`config.mk`:
```
export PLATFORM = sky130hd
export DESIGN_NAME = sevseg_scan_decoder
export DESIGN_NICKNAME = d
export VERILOG_FILES = /design/src/rtl/sevseg_pkg.sv /design/src/rtl/sevseg_pattern_decode.sv /design/src/rtl/sevseg_scan_decoder.sv
export SDC_FILE = /design/constraint.sdc
export NUM_CORES = 1
export LEC_CHECK = 0
export CORE_MARGIN = 4
export CORE_UTILIZATION = 49
export DETAILED_ROUTE_END_ITERATION = 6
export DONT_BUFFER_PORTS = 1
export GPL_TIMING_DRIVEN = 0
export SYNTH_ARGS = -nofsm -noshare
export SYNTH_HDL_FRONTEND = slang
export SYNTH_HIERARCHICAL = 1
export SYNTH_SLANG_ARGS = --single-unit
```
`constraint.sdc`:
```
create_clock -name clock -period 2.7 [get_ports clock]
set_input_delay 0.135 -clock clock [delete_from_list [all_inputs] [get_ports clock]]
set_output_delay 0.135 -clock clock [all_outputs]
set_load 0.05 [all_outputs]
```
`src/rtl/sevseg_pkg.sv`:
```
// rtl/sevseg_pkg.sv - shared constants and state type for the seven-segment scan decoder
package sevseg_pkg;

    localparam int SEG_W = 7;

    // Active-low patterns, bit6=a ... bit0=g
    localparam logic [SEG_W-1:0] SEG_0     = 7'b0000001;
    localparam logic [SEG_W-1:0] SEG_1     = 7'b1001111;
    localparam logic [SEG_W-1:0] SEG_2     = 7'b0010010;
    localparam logic [SEG_W-1:0] SEG_3     = 7'b0000110;
    localparam logic [SEG_W-1:0] SEG_4     = 7'b1001100;
    localparam logic [SEG_W-1:0] SEG_5     = 7'b0100100;
    localparam logic [SEG_W-1:0] SEG_6     = 7'b0100000;
    localparam logic [SEG_W-1:0] SEG_7     = 7'b0001111;
    localparam logic [SEG_W-1:0] SEG_8     = 7'b0000000;
    localparam logic [SEG_W-1:0] SEG_9     = 7'b0000100;
    localparam logic [SEG_W-1:0] SEG_A     = 7'b0001000;
    localparam logic [SEG_W-1:0] SEG_B     = 7'b1100000;
    localparam logic [SEG_W-1:0] SEG_C     = 7'b0110001;
    localparam logic [SEG_W-1:0] SEG_D     = 7'b1000010;
    localparam logic [SEG_W-1:0] SEG_E     = 7'b0110000;
    localparam logic [SEG_W-1:0] SEG_F     = 7'b0111000;
    localparam logic [SEG_W-1:0] SEG_BLANK = 7'b1111111;

    typedef enum logic {
        COLLECT = 1'b0,
        PUBLISH = 1'b1
    } state_t;

endpackage

```
`src/rtl/sevseg_pattern_decode.sv`:
```
// rtl/sevseg_pattern_decode.sv - combinational segment-pattern to value decoder
// Optional hex digits A..F enabled by SEVSEG_HEX_DECODE_EN.
module sevseg_pattern_decode
    import sevseg_pkg::*;
(
    input  logic [SEG_W-1:0] seg_n,
    output logic [3:0]       value,
    output logic             invalid
);

`ifdef SEVSEG_HEX_DECODE_EN
    localparam logic HEX_EN = 1'b1;
`else
    localparam logic HEX_EN = 1'b0;
`endif

    logic hex_hit;

    always_comb begin
        value   = 4'h0;
        invalid = 1'b0;
        hex_hit = 1'b0;
        case (seg_n)
            SEG_0: value = 4'h0;
            SEG_1: value = 4'h1;
            SEG_2: value = 4'h2;
            SEG_3: value = 4'h3;
            SEG_4: value = 4'h4;
            SEG_5: value = 4'h5;
            SEG_6: value = 4'h6;
            SEG_7: value = 4'h7;
            SEG_8: value = 4'h8;
            SEG_9: value = 4'h9;
            SEG_A: begin value = 4'hA; hex_hit = 1'b1; end
            SEG_B: begin value = 4'hB; hex_hit = 1'b1; end
            SEG_C: begin value = 4'hC; hex_hit = 1'b1; end
            SEG_D: begin value = 4'hD; hex_hit = 1'b1; end
            SEG_E: begin value = 4'hE; hex_hit = 1'b1; end
            SEG_F: begin value = 4'hF; hex_hit = 1'b1; end
            default: invalid = 1'b1;
        endcase
        // Hex letters fall back to the unrecognised encoding when disabled
        if (hex_hit && !HEX_EN) begin
            value   = 4'h0;
            invalid = 1'b1;
        end
    end

endmodule

```
`src/rtl/sevseg_scan_decoder.sv`:
```
// rtl/sevseg_scan_decoder.sv - recovers digit values from a multiplexed active-low seven-segment bus
// Hex letter decode is enabled by defining SEVSEG_HEX_DECODE_EN.
module sevseg_scan_decoder
    import sevseg_pkg::*;
#(
    parameter int NUM_DIGITS    = 2,
    parameter int STABLE_CYCLES = 4
) (
    input  logic                    clock,
    input  logic                    reset,
    input  logic [SEG_W-1:0]        seg_n,
    input  logic [NUM_DIGITS-1:0]   dig_sel,
    output logic [4*NUM_DIGITS-1:0] digits_out,
    output logic [NUM_DIGITS-1:0]   invalid_out,
    output logic                    frame_valid,
    output logic                    glitch
);

    localparam int              SAMPLE_W   = NUM_DIGITS + SEG_W;
    localparam logic [7:0]      STABLE_MAX = 8'(STABLE_CYCLES);
    localparam logic [NUM_DIGITS-1:0] ALL_SEEN = '1;

    state_t                    state_q, state_d;
    logic [7:0]                cnt_q, cnt_d;
    logic [SAMPLE_W-1:0]       prev_q, prev_d;
    logic [4*NUM_DIGITS-1:0]   shadow_val_q, shadow_val_d;
    logic [NUM_DIGITS-1:0]     shadow_inv_q, shadow_inv_d;
    logic [NUM_DIGITS-1:0]     seen_q, seen_d;
    logic [4*NUM_DIGITS-1:0]   digits_q, digits_d;
    logic [NUM_DIGITS-1:0]     invalid_q, invalid_d;
    logic                      glitch_q, glitch_d;

    logic [SAMPLE_W-1:0]       sample;
    logic                      same;
    logic                      sel_onehot;
    logic                      sel_multi;
    logic                      latch;
    logic [NUM_DIGITS-1:0]     latch_mask;
    logic [3:0]                dec_value;
    logic                      dec_invalid;

    sevseg_pattern_decode u_decode (
        .seg_n   (seg_n),
        .value   (dec_value),
        .invalid (dec_invalid)
    );

    // Stability tracking and shadow capture
    always_comb begin
        sample       = {dig_sel, seg_n};
        same         = (sample == prev_q);
        sel_onehot   = $onehot(dig_sel);
        sel_multi    = ($countones(dig_sel) > 1);
        prev_d       = sample;
        glitch_d     = sel_multi;
        cnt_d        = 8'd0;
        if (sel_onehot) begin
            if (!same)
                cnt_d = 8'd1;
            else if (cnt_q >= STABLE_MAX)
                cnt_d = STABLE_MAX;
            else
                cnt_d = cnt_q + 8'd1;
        end
        // One latch per dwell: on reaching the threshold, or on a change when the threshold is 1
        latch        = sel_onehot && (cnt_d == STABLE_MAX) && ((cnt_q < STABLE_MAX) || !same);
        latch_mask   = latch ? dig_sel : '0;
        shadow_val_d = shadow_val_q;
        shadow_inv_d = shadow_inv_q;
        for (int i = 0; i < NUM_DIGITS; i++) begin
            if (latch_mask[i]) begin
                shadow_val_d[4*i +: 4] = dec_value;
                shadow_inv_d[i]        = dec_invalid;
            end
        end
    end

    always_ff @(posedge clock) begin
        if (reset) begin
            state_q      <= COLLECT;
            cnt_q        <= 8'd0;
            prev_q       <= '0;
            shadow_val_q <= '0;
            shadow_inv_q <= '0;
            seen_q       <= '0;
            digits_q     <= '0;
            invalid_q    <= '0;
            glitch_q     <= 1'b0;
        end else begin
            state_q      <= state_d;
            cnt_q        <= cnt_d;
            prev_q       <= prev_d;
            shadow_val_q <= shadow_val_d;
            shadow_inv_q <= shadow_inv_d;
            seen_q       <= seen_d;
            digits_q     <= digits_d;
            invalid_q    <= invalid_d;
            glitch_q     <= glitch_d;
        end
    end

    always_comb begin
        state_d = state_q;
        case (state_q)
            COLLECT: if ((seen_q | latch_mask) == ALL_SEEN) state_d = PUBLISH;
            PUBLISH: state_d = COLLECT;
            default: state_d = COLLECT;
        endcase
    end

    // Outputs are captured on entry to PUBLISH so they are visible alongside frame_valid
    always_comb begin
        frame_valid = (state_q == PUBLISH);
        seen_d      = (state_q == PUBLISH) ? latch_mask : (seen_q | latch_mask);
        digits_d    = digits_q;
        invalid_d   = invalid_q;
        if (state_q == COLLECT && state_d == PUBLISH) begin
            digits_d  = shadow_val_d;
            invalid_d = shadow_inv_d;
        end
    end

    assign digits_out  = digits_q;
    assign invalid_out = invalid_q;
    assign glitch      = glitch_q;

endmodule

```
==> impl_metrics.tcl, run 1 <==
set metrics [dict create \
    syn_to_final_growth_pct 14.1 \
    status "completed" \
    power_frac_comb_pct 8.5 \
    dr_total_vias 1409 \
    core_mm2 0.00347 \
    dp_hpwl_um 2760 \
    crit_chain "inv_1, ha_1, nand4b_1, or4_4, nor4_4, and2b_4, o311a_1" \
    finalHoldViolations 0 \
    htree_levels 2 \
    timing.slew.headroom_pct 64.2 \
    drt_iter0_markers 60 \
    dieWidth_um 69.2 \
    hp-class "primary input to register" \
    p_int_uw 840 \
    dpl_cell_area_mm2 0.00191 \
    grt_usage_pct 17.0 \
    worst-endpoint-arrival_ps 2670 \
    maxSlewViolCount 0 \
    core.rowCount 21 \
    p_clk_share_pct 34.2 \
    fmax_mhz 402 \
    met3WireLength_um 192 \
    final_layout_size_suffix_gt1_share_pct 13.1 \
    root_buffer "clkbuf_8" \
    wl_met1_um 1820 \
    p_sw_share_pct 23.2 \
    skew_ps 4.58 \
    min_period_over_period_pct 92.2 \
    firstDrtPassIters 4 \
    initial_core_util_pct 52.9 \
    wl_um 3840 \
    die_area_mm2 0.00479 \
    worst_slew_pin_slew_ps 537 \
    die_height_um 69.2 \
    synth_edf_count 0 \
    io_pins 23 \
    fin_hold_ws_ps 94.3 \
    r2r_start "cnt_q[0]" \
    path_delay_family "simple AND/OR/NAND/NOR gates" \
    powerDensity_mw_per_mm2 523 \
    yosysSeqAreaShare_pct 44.7 \
    crit_required_ps 2880 \
    num-nets-final 226 \
    cts_tree "done" \
    synth_top_flop_cell "dfxtp_1" \
    cts_sinks 41 \
    start_kind "register" \
    synth_seq_cells 41 \
    globalRouteOverflowTotal 0 \
    avgRoutedWirePerCell_um 14.8 \
    io_buffers 0 \
    ys_warn_count 6 \
    rsz0062_at_grt "no" \
    grt_pass1_vias 1410 \
    via_per_inst 5.44 \
    hold_depth 2 \
    ys_types 44 \
    reg2reg_slack_ps 210 \
    vdd_ir_drop_max_mv 0.333 \
    syn-cell-area_mm2 0.00183 \
    async_flop_share_pct 0 \
    place_congestion 0.757 \
    clk_pin_slew_ps 70 \
    hold-path-endpoint "glitch" \
    finalSetupTns_ps 0 \
    syn_inst 192 \
    cap_violations 0 \
    clock_latency_ps 290 \
    crit_fanout 6 \
    end_kind "register" \
    p_leak_uw 0.000754 \
    crit_slowest_cell "or4_4" \
    power_uw 1090 \
    drc 0 \
    setup_viol 0 \
    dr_wl_met2_um 1750 \
    cpPeakStageDelay_ps 480 \
    grt_max_degree 13 \
    switchingPower_uw 254 \
    postRouteAntennaNets 0 \
    stdcell_area_mm2 0.00209 \
    power.share.sequential_pct 57.2 \
    topRoutingLayerUsed "met4" \
    criticalPathCategory "register to register" \
    syn-mean-instance-area_um2 9.55 \
    period_needed_ps 2490 \
    grt_pass1_wl_um 6620 \
    diodes 0 \
    antenna_found_initial 0 \
    regToRegEndpoint "digits_out[4]" \
    r2r_cells 7 \
    worst-path-buf-inv 1 \
    cts_buffers 5 \
    min-delay-start "dig_sel[1]" \
    cts.path.max_buffers 2 \
]
## sequential cells by signal (all words and copies together) (netlist names)
register	flops
cnt_q	8
seen_q	2
glitch	1
prev_q	9
invalid_out	2
shadow_inv_q	2
digits_out	8
frame_valid	1
shadow_val_q	8
## cell families after synthesis
logic type	share of synthesized area, %
AOI/OAI and AO/OA	15.6
other	0.204
and+or+nand+nor	24.1
muxes	3.82
buffers and inverters	4.77
xor gates and xnor gates	4.77
DFF	44.7
adders and majority gates	2.05
## layout by cell type (no fill, tap or decap), types with 5 or more instances in the layout
cell type and instances:
dfxtp_1 40, inv_1 6, mux2i_1 7, nor2b_1 10, clkbuf_8 5, nand2_1 5
clkbuf_1 5, a211oi_1 5, a21oi_1 6, nor2_1 21, nand3_1 7, xnor2_1 10
dlygate4sd3_1 9, conb_1 5, o21ba_2 5
## through the flow
step	utilization, %	setup WS [ps]	std cells
2_1_floorplan	-	369	196
4_1_cts	60.0	105	259
5_1_grt	60.4	50.9	259
3_5_place_dp	55.0	137	242
3_3_place_gp	55.0	147	242
6_report	60.4	210	259
## power by group through the flow
stage               clock, uW  sequential, uW  combinational [uW]
detailed placement          0             640                81.1
finish                    375             626                93.4
global placement            0             640                78.9
floorplan                   0             639                67.6
global route              417             627                 105
CTS                       387             626                92.3
## synth_stat cells, types with 4 or more instances
master	number	area share, %
a211oi_1	5	2.0
nor2_1	21	4.3
nand2_1	5	1.0
o21ai_0	4	1.1
nor4_1	5	1.7
dfxtp_1	41	45
xnor2_1	10	4.8
clkbuf_1	4	0.82
nand3_1	7	1.9
nor2b_1	10	3.4
a21oi_1	6	1.6
o21ba_2	5	2.7
mux2i_1	7	3.8
inv_1	6	1.2
nor3_1	4	1.1
## how the worst max path moves through the flow
stage                   from            end  cells past startpoint
global route        cnt_q[0]  digits_out[7]                      8
floorplan           cnt_q[0]  digits_out[4]                      7
detailed placement  cnt_q[0]  digits_out[4]                      7
global placement    cnt_q[0]  digits_out[4]                      7
CTS                 cnt_q[0]  digits_out[1]                      9
finish              cnt_q[0]  digits_out[4]                      7
## area by class of cell
class                           instances  area (um2)
Clock inverter                          2        10.0
Multi-Input combinational cell        139         953
Inverter                                6        22.5
Buffer                                 10        65.1
Sequential cell                        41         822
Timing Repair Buffer                    9        90.1
Clock buffer                            6        72.6
Fill cell                             322        1380
Tap cell                               46        57.6
## layer usage
layer,up-vias,track usage (%)
li1,708,-
met1,659,21.3
met2,34,27.0
met3,8,5.22
met4,0,7.16
met5,-,0
## repair_timing
action / in CTS / in global routing
buffers inserted: 0 / 0
setup endpoints to repair: 0 / 10
hold endpoints to repair: 9 / 0
resized for setup: 0 / 3
hold buffers: 9 / 0
Note: power is estimated with default switching activity, not from simulation.
==> inputs of run 2 (changes only) <==
Settings changed: BUFFER_PORTS_ARGS set to -buffer_cell sky130_fd_sc_hd__buf_2, CTS_BUF_LIST set to sky130_fd_sc_hd__clkbuf_8, DONT_BUFFER_PORTS 1 to not set, PLACE_DENSITY set to 0.69, SETUP_SLACK_MARGIN set to 0.15.
==> run 2 against run 1 <==
Via count is 5.5% higher. Design area grew 3.5%. Sequential share of layout area down 1.3 points. Highest routed layer unchanged. Register-to-register slack about the same. Critical endpoint unchanged. Combinational power increased by 10%. Final cell count up 5.4%. Critical path depth increased by 1. Sequential cell count stayed put. Routed wire length rose by 6.0%.
==> impl_metrics.tcl, run 2 (synthesis gave the netlist of run 1 again) <==
set metrics [dict create \
    status "completed" \
    die_height_um 69.2 \
    setup_ws_ps 197 \
    worst-endpoint-arrival_ps 2680 \
    dp_hpwl_um 2900 \
    r2r_cells 8 \
    die_area_mm2 0.00479 \
    place_congestion 0.877 \
    crit_chain "inv_1, ha_1, nand4b_1, or4_4, nor4_4, buf_4, and2b_4, o311a_1" \
    dr_total_vias 1486 \
    via_per_inst 5.44 \
    fin_hold_ws_ps 116 \
    criticalPathCategory "register to register" \
    cpPeakStageDelay_ps 490 \
    multi_input_area_um2 962 \
    setup_viol 0 \
    start_kind "register" \
    mostFrequentLayoutCell "dfxtp_1" \
    hold-path-endpoint "prev_q[3]" \
    powerDensity_mw_per_mm2 567 \
    io_pins 23 \
    dp.cells 263 \
    min-delay-start "seg_n[3]" \
    cap_violations 0 \
    grt_pass1_vias 1490 \
    cts_sinks 41 \
    end_kind "register" \
    grt_pass1_wl_um 6840 \
    syn_to_final_growth_pct 18.1 \
    place_ws_ps 136 \
    core.rowCount 21 \
    reg2reg_slack_ps 200 \
    finalNonFillerCells 273 \
    stdcell_area_mm2 0.00217 \
    p_leak_uw 0.000850 \
    grt_usage_pct 17.6 \
    initial_core_util_pct 52.9 \
    clock_latency_ps 300 \
    finalHoldViolations 0 \
    final_layout_size_suffix_gt1_share_pct 22.9 \
    cts_buffers 5 \
    core_mm2 0.00347 \
    crit_slowest_cell "or4_4" \
    crit_required_ps 2880 \
    htree_levels 2 \
    dr_wl_met2_um 1990 \
    wl_met1_um 1780 \
    drt_iter0_markers 126 \
    largest_register_ffs 9 \
    skew_ps 7.45 \
    vdd_ir_drop_max_mv 0.374 \
    avgRoutedWirePerCell_um 14.9 \
    finalSetupTns_ps 0 \
    firstDrtPassIters 4 \
    dpl_cell_area_mm2 0.00201 \
    wl_um 4070 \
    rsz0062_at_grt "yes" \
    met3WireLength_um 241 \
    postRouteAntennaNets 0 \
    hp-class "primary input to register" \
    fmax_mhz 399 \
    diodes 0 \
    min_period_over_period_pct 92.7 \
    n_fill_cell 306 \
    period_needed_ps 2500 \
    topRoutingLayerUsed "met4" \
    cts_tree "done" \
    final_cell_mix "40 x dfxtp_1, 21 x nor2_1, 21 x buf_2" \
    cts_hold_buf 0 \
    dieWidth_um 69.2 \
    antenna_found_initial 0 \
    maxSlewViolCount 0 \
    r2r_start "cnt_q[0]" \
    path_delay_family "simple AND/OR/NAND/NOR gates" \
    cts.path.max_buffers 2 \
    root_buffer "clkbuf_8" \
    drc 0 \
    clk_pin_slew_ps 80 \
    ff_latch_area_um2 822 \
    regToRegEndpoint "digits_out[4]" \
    crit_fanout 6 \
    worst-path-buf-inv 2 \
    hold_depth 2 \
    largest-register "prev_q" \
    io_buffers 21 \
    grt_max_degree 15 \
    num-nets-final 240 \
    globalRouteOverflowTotal 0 \
]
run 2: stage by stage:
stage / total power [uW] / utilization (%)
floorplan: 706 / -
global placement: 734 / 58.0
CTS: 1230 / 61.7
finish: 1230 / 62.5
detailed placement: 738 / 58.0
global route: 1280 / 62.5
run 2: how the worst max path moves through the flow:
stage                  start              to  slack, ps  cells past startpoint
finish              cnt_q[0]   digits_out[4]        200                      8
global route        cnt_q[0]   digits_out[0]        110                      9
CTS                 cnt_q[0]   digits_out[0]        170                      9
detailed placement  cnt_q[0]   digits_out[4]        140                      7
global placement    cnt_q[0]  invalid_out[0]        170                      9
floorplan           cnt_q[0]   digits_out[4]        370                      7
run 2: timing repair:
item | CTS | global route
endpoints found under the setup margin | 10 | 10
gates resized for setup | 2 | 4
setup buffers | 0 | 2
pin swaps | 1 | 2
run 2: metal layers:
| metal | vias to the layer above | track usage [%] |
|---|---|---|
| li1 | 739 | - |
| met1 | 696 | 21.1 |
| met2 | 45 | 29.3 |
| met3 | 6 | 5.07 |
| met4 | 0 | 6.94 |
| met5 | - | 0 |
run 2: cell type report:
class                      count  area share [%]
buffer                        10            3.12
clock buffer                   5            3.18
clock inverter                 3            2.14
inverter                       6            1.04
multi-input combinational    139            44.4
sequential                    41            37.9
tap                           46            2.66
timing repair buffer          23            5.54
run 2: where the power goes:
part / switching [uW] / leakage, uW / internal (uW)
clock network: 225 / 0.0000543 / 277
logic: 63.8 / 0.000460 / 39.7
registers: 6.88 / 0.000335 / 617
total: 296 / 0.000850 / 934
